$ cat src/rtl/i3c_pad_bank_if.sv
// rtl/i3c_pad_bank_if.sv - protocol-engine and pad-cell signal bundle for i3c_pad_bank
interface i3c_pad_bank_if #(
  parameter int N_CH = 2
);
  logic [2*N_CH-1:0] MODE;
  logic [N_CH-1:0]   DOUT;
  logic [N_CH-1:0]   ARB_CLR;
  logic [N_CH-1:0]   DIN;
  logic [N_CH-1:0]   DIN_RISE;
  logic [N_CH-1:0]   DIN_FALL;
  logic [N_CH-1:0]   BUSY;
  logic [N_CH-1:0]   ARB_LOST;
  logic [N_CH-1:0]   PAD_OE;
  logic [N_CH-1:0]   PAD_DOUT;
  logic [N_CH-1:0]   PAD_DIN;
  logic [N_CH-1:0]   PAD_PU_ENB;
  logic [N_CH-1:0]   PAD_WEAK_PU_ENB;

  // Pad bank side: consumes requests and the raw pad input, produces pad controls.
  modport slave (
    input  MODE, DOUT, ARB_CLR, PAD_DIN,
    output DIN, DIN_RISE, DIN_FALL, BUSY, ARB_LOST,
    output PAD_OE, PAD_DOUT, PAD_PU_ENB, PAD_WEAK_PU_ENB
  );

  // Engine/pad side: the mirror view.
  modport master (
    output MODE, DOUT, ARB_CLR, PAD_DIN,
    input  DIN, DIN_RISE, DIN_FALL, BUSY, ARB_LOST,
    input  PAD_OE, PAD_DOUT, PAD_PU_ENB, PAD_WEAK_PU_ENB
  );
endinterface

$ cat src/rtl/i3c_pad_bank.sv
// rtl/i3c_pad_bank.sv - per-channel I3C pad mode sequencer, input filter and arbitration monitor
module i3c_pad_bank #(
  parameter int N_CH         = 2,
  parameter int FILT_CYCLES  = 3,
  parameter int TURN_CYCLES  = 2,
  parameter int OD_STRONG_PU = 1,
  parameter int IDLE_WEAK_PU = 1
) (
  input  logic            CLK,
  input  logic            RST,
  i3c_pad_bank_if.slave   bus
);

  // Settled states share the encoding of the MODE field so a target can be
  // promoted to a state directly.
  typedef enum logic [1:0] {
    ST_HIZ  = 2'b00,
    ST_OD   = 2'b01,
    ST_PP   = 2'b10,
    ST_TURN = 2'b11
  } state_t;

  localparam logic [1:0] MODE_HIZ = 2'b00;
  localparam logic [1:0] MODE_OD  = 2'b01;
  localparam logic [1:0] MODE_PP  = 2'b10;

  localparam int TW = (TURN_CYCLES > 1) ? $clog2(TURN_CYCLES) : 1;
  localparam int FW = (FILT_CYCLES > 1) ? $clog2(FILT_CYCLES) : 1;

  localparam logic [TW-1:0] TURN_INIT = TW'(TURN_CYCLES - 1);
  localparam logic [FW-1:0] FILT_LAST = FW'(FILT_CYCLES - 1);

  // Pull-up enables are active low.
  localparam logic OD_PU_ENB    = (OD_STRONG_PU != 0) ? 1'b0 : 1'b1;
  localparam logic IDLE_WPU_ENB = (IDLE_WEAK_PU != 0) ? 1'b0 : 1'b1;

  for (genvar ch = 0; ch < N_CH; ch++) begin : g_ch
    logic [1:0]    mode_req;
    state_t        state_q, state_d;
    logic [1:0]    cur_mode_q, cur_mode_d;
    logic [1:0]    tgt_q, tgt_d;
    logic [1:0]    eff_mode;
    logic [TW-1:0] turn_cnt_q, turn_cnt_d;
    logic          oe_q, oe_d;
    logic          pdout_q, pdout_d;
    logic          pu_enb_q, pu_enb_d;
    logic          wpu_enb_q, wpu_enb_d;
    logic          busy_q;
    logic          sync1_q, sync2_q;
    logic          din_q, rise_q, fall_q;
    logic [FW-1:0] filt_cnt_q;
    logic          arb_q;

    // The reserved encoding 11 behaves exactly like a hi-z request.
    assign mode_req = (bus.MODE[2*ch +: 2] == 2'b11) ? MODE_HIZ : bus.MODE[2*ch +: 2];

    // Mode sequencing: any change of request (even mid-turnaround) restarts a full release window.
    always_comb begin
      state_d    = state_q;
      cur_mode_d = cur_mode_q;
      tgt_d      = tgt_q;
      turn_cnt_d = turn_cnt_q;
      if (state_q == ST_TURN) begin
        if (mode_req != tgt_q) begin
          tgt_d      = mode_req;
          turn_cnt_d = TURN_INIT;
        end else if (turn_cnt_q == '0) begin
          state_d    = state_t'(tgt_q);
          cur_mode_d = tgt_q;
        end else begin
          turn_cnt_d = turn_cnt_q - TW'(1);
        end
      end else if (mode_req != cur_mode_q) begin
        tgt_d      = mode_req;
        turn_cnt_d = TURN_INIT;
        state_d    = ST_TURN;
      end
    end

    // Pad controls for the coming cycle; pull-ups follow the target early so the line is
    // already biased correctly when the new mode starts driving.
    always_comb begin
      eff_mode  = (state_d == ST_TURN) ? tgt_d : cur_mode_d;
      oe_d      = 1'b0;
      pdout_d   = 1'b0;
      pu_enb_d  = 1'b1;
      wpu_enb_d = IDLE_WPU_ENB;
      case (state_d)
        ST_OD: oe_d = ~bus.DOUT[ch];
        ST_PP: begin
          oe_d    = 1'b1;
          pdout_d = bus.DOUT[ch];
        end
        default: ;
      endcase
      case (eff_mode)
        MODE_OD: begin
          pu_enb_d  = OD_PU_ENB;
          wpu_enb_d = 1'b1;
        end
        MODE_PP: begin
          pu_enb_d  = 1'b1;
          wpu_enb_d = 1'b1;
        end
        default: begin
          pu_enb_d  = 1'b1;
          wpu_enb_d = IDLE_WPU_ENB;
        end
      endcase
    end

    // FSM state and registered pad-cell controls.
    always_ff @(posedge CLK) begin
      if (RST) begin
        state_q    <= ST_HIZ;
        cur_mode_q <= MODE_HIZ;
        tgt_q      <= MODE_HIZ;
        turn_cnt_q <= '0;
        oe_q       <= 1'b0;
        pdout_q    <= 1'b0;
        pu_enb_q   <= 1'b1;
        wpu_enb_q  <= IDLE_WPU_ENB;
        busy_q     <= 1'b0;
      end else begin
        state_q    <= state_d;
        cur_mode_q <= cur_mode_d;
        tgt_q      <= tgt_d;
        turn_cnt_q <= turn_cnt_d;
        oe_q       <= oe_d;
        pdout_q    <= pdout_d;
        pu_enb_q   <= pu_enb_d;
        wpu_enb_q  <= wpu_enb_d;
        busy_q     <= (state_d == ST_TURN);
      end
    end

    // Two-flop synchroniser, then accept a new level only after it has held for FILT_CYCLES.
    always_ff @(posedge CLK) begin
      if (RST) begin
        sync1_q    <= 1'b1;
        sync2_q    <= 1'b1;
        din_q      <= 1'b1;
        filt_cnt_q <= '0;
        rise_q     <= 1'b0;
        fall_q     <= 1'b0;
      end else begin
        sync1_q <= bus.PAD_DIN[ch];
        sync2_q <= sync1_q;
        rise_q  <= 1'b0;
        fall_q  <= 1'b0;
        if (sync2_q == din_q) begin
          filt_cnt_q <= '0;
        end else if (filt_cnt_q == FILT_LAST) begin
          din_q      <= sync2_q;
          filt_cnt_q <= '0;
          rise_q     <= sync2_q;
          fall_q     <= ~sync2_q;
        end else begin
          filt_cnt_q <= filt_cnt_q + FW'(1);
        end
      end
    end

    // Sticky arbitration loss: we released the line in open-drain yet someone holds it low.
    always_ff @(posedge CLK) begin
      if (RST) begin
        arb_q <= 1'b0;
      end else if (state_q == ST_OD && !oe_q && !din_q) begin
        arb_q <= 1'b1;
      end else if (bus.ARB_CLR[ch]) begin
        arb_q <= 1'b0;
      end
    end

    assign bus.DIN[ch]             = din_q;
    assign bus.DIN_RISE[ch]        = rise_q;
    assign bus.DIN_FALL[ch]        = fall_q;
    assign bus.BUSY[ch]            = busy_q;
    assign bus.ARB_LOST[ch]        = arb_q;
    assign bus.PAD_OE[ch]          = oe_q;
    assign bus.PAD_DOUT[ch]        = pdout_q;
    assign bus.PAD_PU_ENB[ch]      = pu_enb_q;
    assign bus.PAD_WEAK_PU_ENB[ch] = wpu_enb_q;
  end

endmodule

$ cat src/flat_wrapper.sv
// flat-port wrapper written by rule: the top's interface ports become plain ports
module i3c_pad_bank_flat 
#(
  parameter int N_CH         = 2,
  parameter int FILT_CYCLES  = 3,
  parameter int TURN_CYCLES  = 2,
  parameter int OD_STRONG_PU = 1,
  parameter int IDLE_WEAK_PU = 1
)
  (CLK, RST, bus_MODE, bus_DOUT, bus_ARB_CLR, bus_PAD_DIN, bus_DIN, bus_DIN_RISE, bus_DIN_FALL, bus_BUSY, bus_ARB_LOST, bus_PAD_OE, bus_PAD_DOUT, bus_PAD_PU_ENB, bus_PAD_WEAK_PU_ENB);
  i3c_pad_bank_if #(.N_CH(N_CH)) bus_i ();
  input  logic CLK;
  input  logic RST;
  input wire logic [$bits(bus_i.MODE)-1:0] bus_MODE;
  input wire logic [$bits(bus_i.DOUT)-1:0] bus_DOUT;
  input wire logic [$bits(bus_i.ARB_CLR)-1:0] bus_ARB_CLR;
  input wire logic [$bits(bus_i.PAD_DIN)-1:0] bus_PAD_DIN;
  output wire logic [$bits(bus_i.DIN)-1:0] bus_DIN;
  output wire logic [$bits(bus_i.DIN_RISE)-1:0] bus_DIN_RISE;
  output wire logic [$bits(bus_i.DIN_FALL)-1:0] bus_DIN_FALL;
  output wire logic [$bits(bus_i.BUSY)-1:0] bus_BUSY;
  output wire logic [$bits(bus_i.ARB_LOST)-1:0] bus_ARB_LOST;
  output wire logic [$bits(bus_i.PAD_OE)-1:0] bus_PAD_OE;
  output wire logic [$bits(bus_i.PAD_DOUT)-1:0] bus_PAD_DOUT;
  output wire logic [$bits(bus_i.PAD_PU_ENB)-1:0] bus_PAD_PU_ENB;
  output wire logic [$bits(bus_i.PAD_WEAK_PU_ENB)-1:0] bus_PAD_WEAK_PU_ENB;
  assign bus_i.MODE = bus_MODE;
  assign bus_i.DOUT = bus_DOUT;
  assign bus_i.ARB_CLR = bus_ARB_CLR;
  assign bus_i.PAD_DIN = bus_PAD_DIN;
  assign bus_DIN = bus_i.DIN;
  assign bus_DIN_RISE = bus_i.DIN_RISE;
  assign bus_DIN_FALL = bus_i.DIN_FALL;
  assign bus_BUSY = bus_i.BUSY;
  assign bus_ARB_LOST = bus_i.ARB_LOST;
  assign bus_PAD_OE = bus_i.PAD_OE;
  assign bus_PAD_DOUT = bus_i.PAD_DOUT;
  assign bus_PAD_PU_ENB = bus_i.PAD_PU_ENB;
  assign bus_PAD_WEAK_PU_ENB = bus_i.PAD_WEAK_PU_ENB;
  i3c_pad_bank #(.N_CH(N_CH), .FILT_CYCLES(FILT_CYCLES), .TURN_CYCLES(TURN_CYCLES), .OD_STRONG_PU(OD_STRONG_PU), .IDLE_WEAK_PU(IDLE_WEAK_PU)) u_core (.CLK(CLK), .RST(RST), .bus(bus_i));
endmodule
$ cat config.mk
export PLATFORM = sky130hd
export DESIGN_NAME = i3c_pad_bank_flat
export DESIGN_NICKNAME = d
export VERILOG_FILES = /design/src/rtl/i3c_pad_bank_if.sv /design/src/rtl/i3c_pad_bank.sv /design/src/flat_wrapper.sv
export SDC_FILE = /design/constraint.sdc
export NUM_CORES = 1
export LEC_CHECK = 0
export CAP_MARGIN = 10
export CELL_PAD_IN_SITES_DETAIL_PLACEMENT = 0
export CELL_PAD_IN_SITES_GLOBAL_PLACEMENT = 1
export CORE_ASPECT_RATIO = 1.4
export CORE_MARGIN = 2
export CORE_UTILIZATION = 43
export CTS_BUF_LIST = sky130_fd_sc_hd__clkbuf_4
export CTS_CLUSTER_DIAMETER = 40
export DETAILED_ROUTE_END_ITERATION = 8
export HOLD_SLACK_MARGIN = 0.1
export PLACE_DENSITY = 0.83
export SLEW_MARGIN = 20
export SYNTH_ARGS = -nofsm -noshare
export SYNTH_HDL_FRONTEND = slang
export SYNTH_SLANG_ARGS = --single-unit
export TNS_END_PERCENT = 5
$ cat constraint.sdc
create_clock -name CLK -period 2.9 [get_ports CLK]
set_input_delay 0.725 -clock CLK [delete_from_list [all_inputs] [get_ports CLK]]
set_output_delay 0.725 -clock CLK [all_outputs]
set_load 0.01 [all_outputs]
==> metrics.log <==
INFO  metric run_status = finished clean
INFO  metric ff2ff_path_depth = 10
INFO  metric design_area = 0.00260 mm²
INFO  metric yosys_warnings = 0
INFO  metric crit-reg2reg-launch = u_core.g_ch[0].tgt_q[0]$_SDFF_PP0_
INFO  metric floorplan.io_pins = 30
INFO  metric rows = 30
INFO  metric gr-total-overflow = 0
INFO  metric fin_crit = between 2 and 3 ns
INFO  metric holdCritPathClass = reg2reg
INFO  metric critical_path_arrival = 3.02 ns
INFO  metric post_syn_nets = around 260
INFO  metric final-max-slew-violation-count = 0
INFO  metric cts_tree = done
INFO  metric final_min_period_over_clock_period = 0.940
INFO  metric power_density = 438 mW/mm²
INFO  metric drive_gt1_frac = 0.193
INFO  metric static-leakage-power = 1.01 nW
INFO  metric synth_simple_gate_area_frac = 0.222
INFO  metric path_clk_slew = 0.12 ns
INFO  metric largest_family_of_logic_cells_by_synthesized_area = simple AND/OR/NAND/NOR gates
INFO  metric synth_area_per_cell = between 8 and 9 µm²
INFO  metric footprint_of_the_multi_input_gates = between 0.001 and 0.0015 mm²
INFO  metric rsz0062_at_grt = no
INFO  metric maximum_number_of_buffers_from_clock_root_to_sink = 2
INFO  metric layout-area-overhead-vs-synth = 21.4%
INFO  metric met2RoutedLength = 2240 µm
INFO  metric cts_made_buffers = 5
INFO  metric first_global_vias = 1566
INFO  metric layout_commonest_cell = dfxtp_1
INFO  metric synthMuxAreaShare = 0.00467
INFO  metric synth_compound_area_frac = 0.188
INFO  metric drt-pass1-iter-count = 4
INFO  metric detailedPlacementHpwl = approximately 3100 µm
INFO  metric clock_sink_count = 40
INFO  metric critical_path.cell_chain = clkdlybuf4s50_1 -> buf_4 -> buf_6 -> nand2_1 -> a41oi_4 -> o32ai_2 -> inv_1 -> ha_4 -> inv_1 -> a2111oi_2 -> a31oi_1 -> ha_1 -> nor2_1
INFO  metric met3RoutedLength = approximately 110 µm
INFO  metric detail_route.wirelength.met1 = about 1800 µm
INFO  metric clock-root-buffer = clkbuf_4
INFO  metric fillers = ~450
INFO  metric first_iter_violations = 78
INFO  metric post-place-cells = roughly 330
INFO  metric critical_path_peak_fanout = 9
INFO  metric antenna-diode-count = 0
INFO  metric report.final.hold_viol_count = 0
INFO  metric ir_drop = around 280 µV
INFO  metric start_util = 0.443
INFO  metric critical_path.endpoint_type = register
INFO  metric post_synth_xor_area_fraction = 0.0204
INFO  metric die-height = around 88 µm
INFO  metric critical_path.startpoint_type = primary input
INFO  metric die_width = between 60 and 70 µm
INFO  metric first_pass_grt_wire_length = just under 7000 µm
INFO  metric dieArea = between 0.005 and 0.006 mm²
INFO  metric syn-cell-area = between 0.002 and 0.0025 mm²
INFO  metric number_of_routed_nets_with_antenna_violations = 0
INFO  metric cts_hold_buffers = 0
INFO  metric route.detailed.drc = 0
INFO  metric timing.clock.skew = around 0.011 ns
INFO  metric syn_inst = 240
INFO  metric max_slew_margin = 0.708
INFO  metric worst_hold_slack = around 0.42 ns
INFO  metric postSynth.asyncResetShare = 0
INFO  metric r2r_slack = ~0.58 ns
INFO  metric setup_violations = 0
INFO  metric fmax = about 370 MHz
INFO  metric mostFrequentLayoutCells = dfxtp_1, clkdlybuf4s50_1, nor2_1, buf_4, a21oi_1
INFO  metric placement.cell_area = about 0.0025 mm²
INFO  metric slowest_stage = clkdlybuf4s50_1
INFO  metric grt_antenna_before_repair = 0
INFO  metric final-instance-count-excl-fill = roughly 330
INFO  metric endpoint_worst_hold = u_core.g_ch[1].sync2_q$_SDFF_PP1_
INFO  metric cts.htree.levels = 2
INFO  metric routed_wl = 4260 µm
INFO  metric synth_adder_area_share = 0.0683
INFO  metric count_of_flip_flops_with_a_built_in_enable_after_synthesis = 0
INFO  metric synth.yosys.seq_area_share = 0.374
INFO  metric detail_route.vias_per_cell = 5.28
INFO  metric route.detailed.wl_per_inst = about 13 µm
INFO  metric grtUsageTotal = 0.155
INFO  metric gpl.final_weighted_congestion = between 0.8 and 0.9
INFO  metric core = a little under 0.005 mm²
INFO  metric maxCapViolations = 0
INFO  metric clk_latency = ~0.35 ns
INFO  metric cp_slowest_stage_delay = about 0.48 ns
INFO  metric rr_endpoint = u_core.g_ch[0].wpu_enb_q$_SDFF_PP0_
INFO  metric worst_path_most_repeated_cell = inv_1
INFO  metric hold_depth = 1
INFO  metric post-cts-setup-buffer-count = 0
INFO  metric worst_slew_pin_slew = 0.434 ns
INFO  metric fin_nets = between 200 and 300
INFO  metric ys_dominant_reg_cell = dfxtp_1
INFO  metric critical_path_type = in2reg
INFO  metric worst-endpoint-required = 3.20 ns
INFO  metric number_of_buffers_added_on_ports = 29
INFO  metric route.vias.total = between 1500 and 2000
INFO  metric ff_latch_area = ~800 µm²
INFO  metric worst_hold_startpoint = u_core.g_ch[1].sync1_q$_SDFF_PP1_
INFO  metric ys_types = 58
INFO  metric pin_count_of_the_biggest_net_entering_global_routing = 39
INFO  metric route.top_layer_used = met4
INFO  metric synth.ff_latch_count = 40
INFO  metric final_core_utilization = 0.537
==> synthesized netlist by cell type, types with 4 or more instances <==
library cell,instances,area (µm²)
inv_1,15,56.3
a31oi_1,4,25.0
nor2_1,22,82.6
nor3_1,5,25.0
buf_4,21,158
nand2_1,7,26.3
dfxtp_1,40,801
or2_2,4,25.0
o21ai_0,6,30.0
ha_1,10,125
nor2b_1,7,43.8
nor4bb_1,6,60.1
a21oi_1,16,80.1
nand2b_1,5,31.3
==> cell families (layout without fill, tap and decap cells) <==
logic type | count (synthesis) | count (layout)
flops | 40 | 40
compound gates | 56 | 56
fa+ha+maj | 12 | 12
xor+xnor | 5 | 5
buf+inv | 46 | 76
simple gates | 80 | 80
mux | 1 | 1
==> through the flow <==
step	setup WS, ns	power (mW)	TNS, ns
after CTS	0.124	1.14	0
final	0.174	1.14	0
after global routing	0.00118	1.21	0
after floorplan	0.371	0.770	0
after detailed placement	-0.253	0.863	-0.575
after global placement	-0.235	0.861	-0.441
==> critical path, delay by kind of cell <==
| kind | cells | cell delay [ns] |
|---|---|---|
| compound gates | 4 | 0.70 |
| buf+inv | 5 | 0.94 |
| fa+ha+maj | 2 | 0.47 |
| simple gates | 2 | 0.19 |
==> state kept, by name (all words and copies together), names as in the netlist <==
name / flops
u_core.g_ch.cur_mode_q: 4
u_core.g_ch.filt_cnt_q: 4
u_core.g_ch.state_q: 4
u_core.g_ch.tgt_q: 4
u_core.g_ch.arb_q: 2
u_core.g_ch.busy_q: 2
u_core.g_ch.din_q: 2
u_core.g_ch.fall_q: 2
u_core.g_ch.oe_q: 2
u_core.g_ch.pdout_q: 2
u_core.g_ch.pu_enb_q: 2
u_core.g_ch.rise_q: 2
u_core.g_ch.sync1_q: 2
u_core.g_ch.sync2_q: 2
u_core.g_ch.turn_cnt_q: 2
u_core.g_ch.wpu_enb_q: 2
==> where the power goes <==
part	switching, mW	internal (mW)	total [mW]
registers	0.0264	0.580	0.606
logic	0.120	0.141	0.260
clock network	0.181	0.0913	0.272
total	0.327	0.812	1.14
==> final cells by class <==
cell class | count | share of cell area
inverter | 16 | 0.0231
tap | 64 | 0.0308
clock buffer | 5 | 0.0144
multi-input combinational | 154 | 0.437
sequential | 40 | 0.308
clock inverter | 3 | 0.00722
timing repair buffer | 52 | 0.179
==> routing by layer <==
layer  global-route usage  vias up
li1                     -      899
met1                0.168      820
met2                0.284       34
met3               0.0283       10
met4               0.0870        0
met5                    0        -
==> worst max path at each step <==
stage	from	to	slack (ns)	cells past startpoint
2_1_floorplan	bus_MODE[0]	u_core.g_ch[0].wpu_enb_q$_SDFF_PP0_	0.37	11
3_3_place_gp	bus_MODE[0]	u_core.g_ch[0].wpu_enb_q$_SDFF_PP0_	-0.23	12
3_5_place_dp	bus_MODE[0]	u_core.g_ch[0].wpu_enb_q$_SDFF_PP0_	-0.25	12
4_1_cts	bus_MODE[1]	u_core.g_ch[0].wpu_enb_q$_SDFF_PP0_	0.12	12
5_1_grt	bus_MODE[1]	u_core.g_ch[0].wpu_enb_q$_SDFF_PP0_	0.001	13
6_report	bus_MODE[1]	u_core.g_ch[0].wpu_enb_q$_SDFF_PP0_	0.17	13
==> repair_timing <==
| action | CTS | global route |
|---|---|---|
| endpoints found under the hold margin | 0 | 0 |
| setup endpoints to repair | 0 | 2 |
| resized for setup | 0 | 12 |
No activity file was read; power rests on OpenSTA's default activity.
